### src/rtl/decode_stage_pkg.sv
// decode_stage_pkg: shared opcode, ALU-op, operand-source and writeback-source codes
// plus the packed control bundle carried in the ID/EX register.
package decode_stage_pkg;

  localparam int unsigned OPC_W = 7;
  localparam int unsigned ALU_W = 4;
  localparam int unsigned WB_W  = 2;

  localparam logic [OPC_W-1:0] OP_R      = 7'b0110011;
  localparam logic [OPC_W-1:0] OP_I      = 7'b0010011;
  localparam logic [OPC_W-1:0] OP_LOAD   = 7'b0000011;
  localparam logic [OPC_W-1:0] OP_STORE  = 7'b0100011;
  localparam logic [OPC_W-1:0] OP_BRANCH = 7'b1100011;
  localparam logic [OPC_W-1:0] OP_LUI    = 7'b0110111;
  localparam logic [OPC_W-1:0] OP_AUIPC  = 7'b0010111;
  localparam logic [OPC_W-1:0] OP_JAL    = 7'b1101111;
  localparam logic [OPC_W-1:0] OP_JALR   = 7'b1100111;

  localparam logic [6:0] F7_BASE = 7'b0000000;
  localparam logic [6:0] F7_ALT  = 7'b0100000;

  localparam logic [ALU_W-1:0] ALU_ADD  = 4'b0000;
  localparam logic [ALU_W-1:0] ALU_SUB  = 4'b1000;
  localparam logic [ALU_W-1:0] ALU_SLT  = 4'b0010;
  localparam logic [ALU_W-1:0] ALU_SLTU = 4'b0011;

  localparam logic SRC_REG = 1'b0;
  localparam logic SRC_IMM = 1'b1;
  localparam logic SRC_PC  = 1'b1;

  localparam logic [WB_W-1:0] FROM_ALU = 2'd0;
  localparam logic [WB_W-1:0] FROM_MEM = 2'd1;
  localparam logic [WB_W-1:0] FROM_IMM = 2'd2;
  localparam logic [WB_W-1:0] FROM_PC  = 2'd3;

  typedef enum logic {
    RUN    = 1'b0,
    BUBBLE = 1'b1
  } state_t;

  typedef struct packed {
    logic             branch;
    logic             jal;
    logic             jalr;
    logic             mem_read;
    logic             mem_write;
    logic             alu_src1;
    logic             alu_src2;
    logic             reg_write;
    logic [ALU_W-1:0] alu_type;
    logic [WB_W-1:0]  reg_src;
  } ctrl_t;

endpackage

### src/rtl/decode_stage_imm_gen.sv
// decode_stage_imm_gen: combinational immediate format select and sign extension
// for the RV32 I/S/B/U/J formats; R-type and unknown opcodes yield 0.
module decode_stage_imm_gen
  import decode_stage_pkg::*;
(
  input  logic [31:0] instr,
  output logic [31:0] imm_c
);

  always_comb begin
    imm_c = '0;
    case (instr[6:0])
      OP_I, OP_LOAD, OP_JALR: imm_c = {{20{instr[31]}}, instr[31:20]};
      OP_STORE:               imm_c = {{20{instr[31]}}, instr[31:25], instr[11:7]};
      OP_BRANCH:              imm_c = {{19{instr[31]}}, instr[31], instr[7], instr[30:25],
                                       instr[11:8], 1'b0};
      OP_LUI, OP_AUIPC:       imm_c = {instr[31:12], 12'h000};
      OP_JAL:                 imm_c = {{11{instr[31]}}, instr[31], instr[19:12], instr[20],
                                       instr[30:21], 1'b0};
      default:                imm_c = '0;
    endcase
  end

endmodule

### src/rtl/decode_stage.sv
// decode_stage: RV32 decode into an ID/EX register with load-use bubble, flush and stall counter.
// Define DECODE_STAGE_ILLEGAL_EN to flag illegal instructions (they are also forced to NOP).
module decode_stage
  import decode_stage_pkg::*;
#(
  parameter int unsigned REG_ADDR_W = 5,
  parameter int unsigned CNT_W      = 16
) (
  input  logic                  clk,
  input  logic                  rst,
  input  logic                  in_valid,
  output logic                  in_ready,
  input  logic [31:0]           instr,
  input  logic [31:0]           pc_in,
  input  logic                  flush,
  output logic                  out_valid,
  input  logic                  out_ready,
  output logic [31:0]           pc_out,
  output logic [REG_ADDR_W-1:0] rs1,
  output logic [REG_ADDR_W-1:0] rs2,
  output logic [REG_ADDR_W-1:0] rd,
  output logic [31:0]           imm,
  output logic                  branch,
  output logic                  jal,
  output logic                  jalr,
  output logic                  mem_read,
  output logic                  mem_write,
  output logic                  alu_src1,
  output logic                  alu_src2,
  output logic                  reg_write_enable,
  output logic [3:0]            alu_type,
  output logic [1:0]            reg_src,
  output logic [2:0]            funct3,
  output logic                  illegal,
  output logic [CNT_W-1:0]      stall_cnt
);

  localparam int unsigned FIELD_W = 5;
`ifdef DECODE_STAGE_ILLEGAL_EN
  localparam bit ILLEGAL_EN = 1'b1;
`else
  localparam bit ILLEGAL_EN = 1'b0;
`endif
  // Register-field bits that do not fit in REG_ADDR_W
  localparam logic [FIELD_W-1:0] HI_MASK = ~FIELD_W'((32'd1 << REG_ADDR_W) - 32'd1);

  logic [2:0]            f3_c;
  logic [6:0]            f7_c;
  logic [31:0]           imm_c;
  ctrl_t                 ctrl_c, ctrl_d, ctrl_q;
  logic                  use_rs1_c, use_rs2_c, known_c, funct_ok_c, range_bad_c, kill_c;
  logic [REG_ADDR_W-1:0] rs1_d, rs2_d, rd_d;
  logic                  hazard_c, bubble_c;
  state_t                state_q, state_d;

  assign f3_c = instr[14:12];
  assign f7_c = instr[31:25];

  decode_stage_imm_gen u_imm_gen (
    .instr (instr),
    .imm_c (imm_c)
  );

  // Opcode decode into the control bundle and source-usage flags
  always_comb begin
    ctrl_c     = '0;
    use_rs1_c  = 1'b0;
    use_rs2_c  = 1'b0;
    known_c    = 1'b1;
    funct_ok_c = 1'b1;
    case (instr[6:0])
      OP_R: begin
        use_rs1_c          = 1'b1;
        use_rs2_c          = 1'b1;
        ctrl_c.reg_write   = 1'b1;
        ctrl_c.alu_type    = {instr[30], f3_c};
        funct_ok_c = (f7_c == F7_BASE) ||
                     ((f7_c == F7_ALT) && ((f3_c == 3'b000) || (f3_c == 3'b101)));
      end
      OP_I: begin
        use_rs1_c        = 1'b1;
        ctrl_c.reg_write = 1'b1;
        ctrl_c.alu_src2  = SRC_IMM;
        if ((f3_c == 3'b001) || (f3_c == 3'b101)) begin
          ctrl_c.alu_type = {instr[30], f3_c};
          funct_ok_c = (f7_c == F7_BASE) || ((f3_c == 3'b101) && (f7_c == F7_ALT));
        end else begin
          ctrl_c.alu_type = {1'b0, f3_c};
        end
      end
      OP_LOAD: begin
        use_rs1_c        = 1'b1;
        ctrl_c.reg_write = 1'b1;
        ctrl_c.mem_read  = 1'b1;
        ctrl_c.alu_src2  = SRC_IMM;
        ctrl_c.alu_type  = ALU_ADD;
        ctrl_c.reg_src   = FROM_MEM;
        funct_ok_c = (f3_c != 3'b011) && (f3_c[2:1] != 2'b11);
      end
      OP_STORE: begin
        use_rs1_c        = 1'b1;
        use_rs2_c        = 1'b1;
        ctrl_c.mem_write = 1'b1;
        ctrl_c.alu_src2  = SRC_IMM;
        ctrl_c.alu_type  = ALU_ADD;
        funct_ok_c = !f3_c[2] && (f3_c[1:0] != 2'b11);
      end
      OP_BRANCH: begin
        use_rs1_c     = 1'b1;
        use_rs2_c     = 1'b1;
        ctrl_c.branch = 1'b1;
        case (f3_c[2:1])
          2'b10:   ctrl_c.alu_type = ALU_SLT;
          2'b11:   ctrl_c.alu_type = ALU_SLTU;
          default: ctrl_c.alu_type = ALU_SUB;
        endcase
        funct_ok_c = (f3_c[2:1] != 2'b01);
      end
      OP_LUI: begin
        ctrl_c.reg_write = 1'b1;
        ctrl_c.reg_src   = FROM_IMM;
      end
      OP_AUIPC: begin
        ctrl_c.reg_write = 1'b1;
        ctrl_c.alu_src1  = SRC_PC;
        ctrl_c.alu_src2  = SRC_IMM;
      end
      OP_JAL: begin
        ctrl_c.reg_write = 1'b1;
        ctrl_c.jal       = 1'b1;
        ctrl_c.reg_src   = FROM_PC;
      end
      OP_JALR: begin
        use_rs1_c        = 1'b1;
        ctrl_c.reg_write = 1'b1;
        ctrl_c.jalr      = 1'b1;
        ctrl_c.alu_src2  = SRC_IMM;
        ctrl_c.reg_src   = FROM_PC;
        funct_ok_c = (f3_c == 3'b000);
      end
      default: known_c = 1'b0;
    endcase
  end

  // Legality, NOP forcing and register-address extraction (unused fields read as 0)
  always_comb begin
    range_bad_c = (use_rs1_c && ((instr[19:15] & HI_MASK) != '0)) ||
                  (use_rs2_c && ((instr[24:20] & HI_MASK) != '0)) ||
                  (ctrl_c.reg_write && ((instr[11:7] & HI_MASK) != '0));
    kill_c = ILLEGAL_EN && (!known_c || !funct_ok_c || range_bad_c);
    ctrl_d = kill_c ? '0 : ctrl_c;
    rs1_d  = (use_rs1_c && !kill_c) ? instr[15 +: REG_ADDR_W] : '0;
    rs2_d  = (use_rs2_c && !kill_c) ? instr[20 +: REG_ADDR_W] : '0;
    rd_d   = ctrl_d.reg_write ? instr[7 +: REG_ADDR_W] : '0;
  end

  // Unused sources are already 0 and rd!=0 is required, so plain equality suffices
  assign hazard_c = out_valid && mem_read && (rd != '0) && in_valid &&
                    ((rs1_d == rd) || (rs2_d == rd));

  always_ff @(posedge clk) begin
    if (rst) state_q <= RUN;
    else     state_q <= state_d;
  end

  always_comb begin
    state_d = state_q;
    case (state_q)
      RUN:     if (!flush && hazard_c && out_ready) state_d = BUBBLE;
      BUBBLE:  state_d = RUN;
      default: state_d = RUN;
    endcase
  end

  always_comb begin
    in_ready = !rst && !flush && !hazard_c && (!out_valid || out_ready);
    bubble_c = (state_q == BUBBLE);
  end

  // ID/EX register and saturating bubble counter
  always_ff @(posedge clk) begin
    if (rst) begin
      out_valid <= 1'b0;
      ctrl_q    <= '0;
      pc_out    <= '0;
      rs1       <= '0;
      rs2       <= '0;
      rd        <= '0;
      imm       <= '0;
      funct3    <= '0;
      illegal   <= 1'b0;
      stall_cnt <= '0;
    end else begin
      if (bubble_c && (stall_cnt != '1)) stall_cnt <= stall_cnt + CNT_W'(1);
      if (flush) begin
        out_valid <= 1'b0;
      end else if (in_valid && in_ready) begin
        out_valid <= 1'b1;
        ctrl_q    <= ctrl_d;
        pc_out    <= pc_in;
        rs1       <= rs1_d;
        rs2       <= rs2_d;
        rd        <= rd_d;
        imm       <= imm_c;
        funct3    <= f3_c;
        illegal   <= kill_c;
      end else if (out_ready) begin
        out_valid <= 1'b0;
      end
    end
  end

  assign branch           = ctrl_q.branch;
  assign jal              = ctrl_q.jal;
  assign jalr             = ctrl_q.jalr;
  assign mem_read         = ctrl_q.mem_read;
  assign mem_write        = ctrl_q.mem_write;
  assign alu_src1         = ctrl_q.alu_src1;
  assign alu_src2         = ctrl_q.alu_src2;
  assign reg_write_enable = ctrl_q.reg_write;
  assign alu_type         = ctrl_q.alu_type;
  assign reg_src          = ctrl_q.reg_src;

endmodule

### config.mk
export PLATFORM = sky130hd
export DESIGN_NAME = decode_stage
export DESIGN_NICKNAME = d
export VERILOG_FILES = /design/src/rtl/decode_stage_pkg.sv /design/src/rtl/decode_stage_imm_gen.sv /design/src/rtl/decode_stage.sv
export SDC_FILE = /design/constraint.sdc
export NUM_CORES = 1
export LEC_CHECK = 0
export ABC_AREA = 1
export BUFFER_PORTS_ARGS = -buffer_cell sky130_fd_sc_hd__buf_2
export CELL_PAD_IN_SITES_DETAIL_PLACEMENT = 0
export CELL_PAD_IN_SITES_GLOBAL_PLACEMENT = 1
export CORE_MARGIN = 2
export CORE_UTILIZATION = 32
export CTS_BUF_LIST = sky130_fd_sc_hd__clkbuf_8
export DETAILED_ROUTE_END_ITERATION = 16
export GPL_TIMING_DRIVEN = 0
export HOLD_SLACK_MARGIN = 0.05
export PLACE_DENSITY = 0.82
export SLEW_MARGIN = 10
export SYNTH_ARGS = -nofsm -noshare
export SYNTH_HDL_FRONTEND = slang
export SYNTH_SLANG_ARGS = --single-unit
### constraint.sdc
create_clock -name clk -period 1.94 [get_ports clk]
set_input_delay 0 -clock clk [delete_from_list [all_inputs] [get_ports clk]]
set_output_delay 0 -clock clk [all_outputs]
set_load 0.05 [all_outputs]
==> summary.txt <==
Placement
  – HPWL after DPL: 14.0 mm
  – IO buf count: 180
  – Area after DPL: 0.00701 mm^2
  – RePlAce Congestion: 0.937
  – Pre-CTS WS: -636 ps

Timing
  – Fmax: 540 MHz
  – Setup TNS: 0 ps
  – Actual slew at the worst max-slew pin: 689 ps
  – RSZ-0062 raised after global routing: true
  – Max_slew headroom: 54.1%
  – Fin Clk Skew: 10.4 ps
  – Worst setup margin: 89.7 ps
  – Final Setup Violations: 0
  – Final hold vios: 0
  – Tcrit/Tclk final: 95.4%
  – Clock period minus worst slack: 1850 ps
  – Hold slack: 86.4 ps
  – Max Slew Vio Count: 0

Clocking
  – Htree depth: 4
  – # clock sinks: 114
  – Root Buffer: clkbuf_8
  – Inserted Clock Buffers: 17
  – Reg clk slew, reported paths: 70 ps
  – CTS Buffer Depth: 2
  – Clock latency on the worst-skew pair: 430 ps
  – CTS tree: done

Finish
  – Fill count: 1,910
  – Share of cells above drive strength 1: 23.4%
  – Sequential cell area: 0.00230 mm^2
  – Layout Nets: 1,273
  – P&R area growth vs syn: 42.0%
  – Final cell area excluding filler cells: 0.00823 mm^2
  – Area of the multi-input gates: 0.00271 mm^2
  – N_diodes: 0

Critical path
  – Crit Path Class: flip-flop to flip-flop
  – R2R cell count: 10
  – Reg-to-reg endpoint: imm[3]
  – Arrival time of the worst setup path: 2180 ps
  – Worst r2r src: rd[2]
  – CP max FO: 10
  – WP data required: 2270 ps
  – R2R setup slack: 90 ps
  – Crit path capture type: flip-flop
  – Startpoint types: flip-flop

Drt
  – Antenna Nets Post-Route: 0
  – Drt first-iter violations: 276
  – Total number of vias: 6,363
  – TritonRoute pass-1 iters: 6
  – Total routed wirelength: 19.2 mm
  – # DRC: 0
  – WL/cell: 13.3 um
  – Vias per cell: 4.40

Logic synthesis
  – Post-Synthesis Mean Instance Area: 6.18 um^2
  – Top-count cell post-synth: nand2_1
  – Ys flop type: dfxtp_1
  – Post-Syn Area: 0.00580 mm^2
  – Ys async rst share: 0%
  – Post-synth cell types: 37
  – Synth Warn #: 0
  – Area share of the largest cell type after synthesis: 39.4%
  – Syn_nets: 1,008
  – Top post-synthesis cells by count: nand2_1 (263), inv_1 (181), nor2_1 (180), dfxtp_1 (114), nand4_1 (44)
  – Main area contributors after synthesis: dfxtp_1 (39%), nand2_1 (17%), inv_1 (12%)
  – Cells after Synth: 938
  – Sequential-to-total area share from yosys stat: 39.4%
  – Flop and latch count out of synthesis: 114
  – Yosys top cell by area: dfxtp_1
  – EDFF count, synth: 0

Die
  – IO Pins: 184
  – Die W: 139 um
  – Die Y-Extent: 139 um
  – Die Area: 0.0192 mm^2
  – Starting Density: 32.5%
  – Site row count: 49
  – Core footprint: 0.0178 mm^2

Worst hold path
  – Hold Path Cell Cnt: 6
  – Hold Startpoint: instr[6]
  – Hold EP: alu_src1
  – Worst min path class: input pin to flip-flop

Run
  – Maxcap violations: 0

Global routing
  – Pin count of the biggest net entering global routing: 17
  – GRT Total Usage: 19.9%
  – First-pass GRT wire length: 30.4 mm
  – Antenna violations before repair: 0
  – Vias in the first global route: 5,971
  – Total gr overflow: 0

Outcome
  – Status: complete, no violations

Power and ir drop
  – Cell Pwr Density: 755 mW/mm^2
  – VDD IR max: 0.393 mV
  – Leakage power: 0.00449 uW
critical path, cell delays in order, from the launching register on:
cell	delay, ps
dfxtp_1	340
inv_1	130
nand4_1	130
o2111ai_1	190
inv_1	110
nand2_4	130
nand3_4	140
buf_8	200
buf_4	180
nor2_1	120
nor2_1	60
power breakdown:
group | switching [uW] | internal [uW]
clock network | 993 | 1540
logic | 818 | 372
registers | 53.4 | 2440
total | 1860 | 4350
kinds of logic (layout without fill, tap and decap cells):
logic type                 Yosys count  in the layout  share of synthesized area (%)
and+or+nand+nor                    532            533                           38.4
buffers and inverters              232            509                           16.0
DFF                                114            114                           39.4
AOI/OAI and AO/OA                   55             55                           5.50
xor gates and xnor gates             3              3                          0.453
adders and majority gates            1              1                          0.216
other                                1              1                         0.0647
flip-flops by register name (all words and copies together), names as in the netlist:
name	count
rs2	5
bubble_c	1
jalr	1
branch	1
stall_cnt	16
pc_out	32
imm	32
rs1	5
rd	5
funct3	3
reg_src	2
alu_type	4
jal	1
alu_src2	1
mem_read	1
mem_write	1
out_valid	1
alu_src1	1
reg_write_enable	1
stage by stage:
| step | utilization [%] | power [uW] | instances |
|---|---|---|---|
| 6_report | 46.2 | 6210 | 1445 |
| 5_1_grt | 46.2 | 6510 | 1445 |
| 4_1_cts | 45.6 | 6290 | 1442 |
| 3_5_place_dp | 39.3 | 3610 | 1347 |
| 3_3_place_gp | 39.3 | 3610 | 1347 |
| 2_1_floorplan | - | 3300 | 938 |
what timing repair did:
| action | in CTS | in global routing |
|---|---|---|
| endpoints found under the setup margin | 70 | 100 |
| cloned | 0 | 1 |
| buffers inserted | 1 | 2 |
| pin swaps | 3 | 4 |
| resized for setup | 16 | 24 |
| endpoints found under the hold margin | 92 | 0 |
| hold buffers | 62 | 0 |
worst max-delay path by stage:
stage	slack, ps	start	endpoint	cells past startpoint
floorplan	0.4	stall_cnt[0]	stall_cnt[14]	12
global placement	-630	instr[1]	imm[5]	18
detailed placement	-640	instr[1]	imm[3]	18
CTS	10	stall_cnt[0]	stall_cnt[14]	13
global route	-10	stall_cnt[0]	stall_cnt[14]	13
finish	90	rd[2]	imm[3]	10
per-layer routing:
layer,part of all wire [%],routed length (um),global-route usage [%],vias to the layer above
met5,0,0,0,-
met4,1.7,329,6.28,0
met3,7.7,1480,6.87,25
met2,45,8590,31.6,211
met1,46,8820,25.4,2771
li1,-,-,-,3356
placed cells by master (no fill, tap or decap), types with 3 or more instances in the layout:
cell type        n
clkbuf_1        20
nand3_2          3
o21ai_0         12
buf_4            7
dfxtp_1        104
bufinv_16        5
clkinv_2         4
nor2_1         174
nor2_2           4
dlygate4sd3_1   62
nor2_4           5
buf_2          190
nand2_2          6
nand2_1        256
clkbuf_8        18
buf_6            4
nand2_4          3
a22oi_1          4
dfxtp_2          8
xor2_1           3
inv_2           10
a31oi_1          8
nand3_1         22
nand4_1         44
a21oi_1         21
inv_1          181
nor3_1           5
area by class of cell:
cell class              count  area share [%]
plain buffers              44            2.95
clock buffers              18            3.01
clock inverters            14            2.39
inverters                 188            8.57
multi-input cells         593            32.9
flip-flops and latches    114            27.9
well taps                 229            3.48
repair buffers            245            18.8
Note: power is estimated with default switching activity, not from simulation.
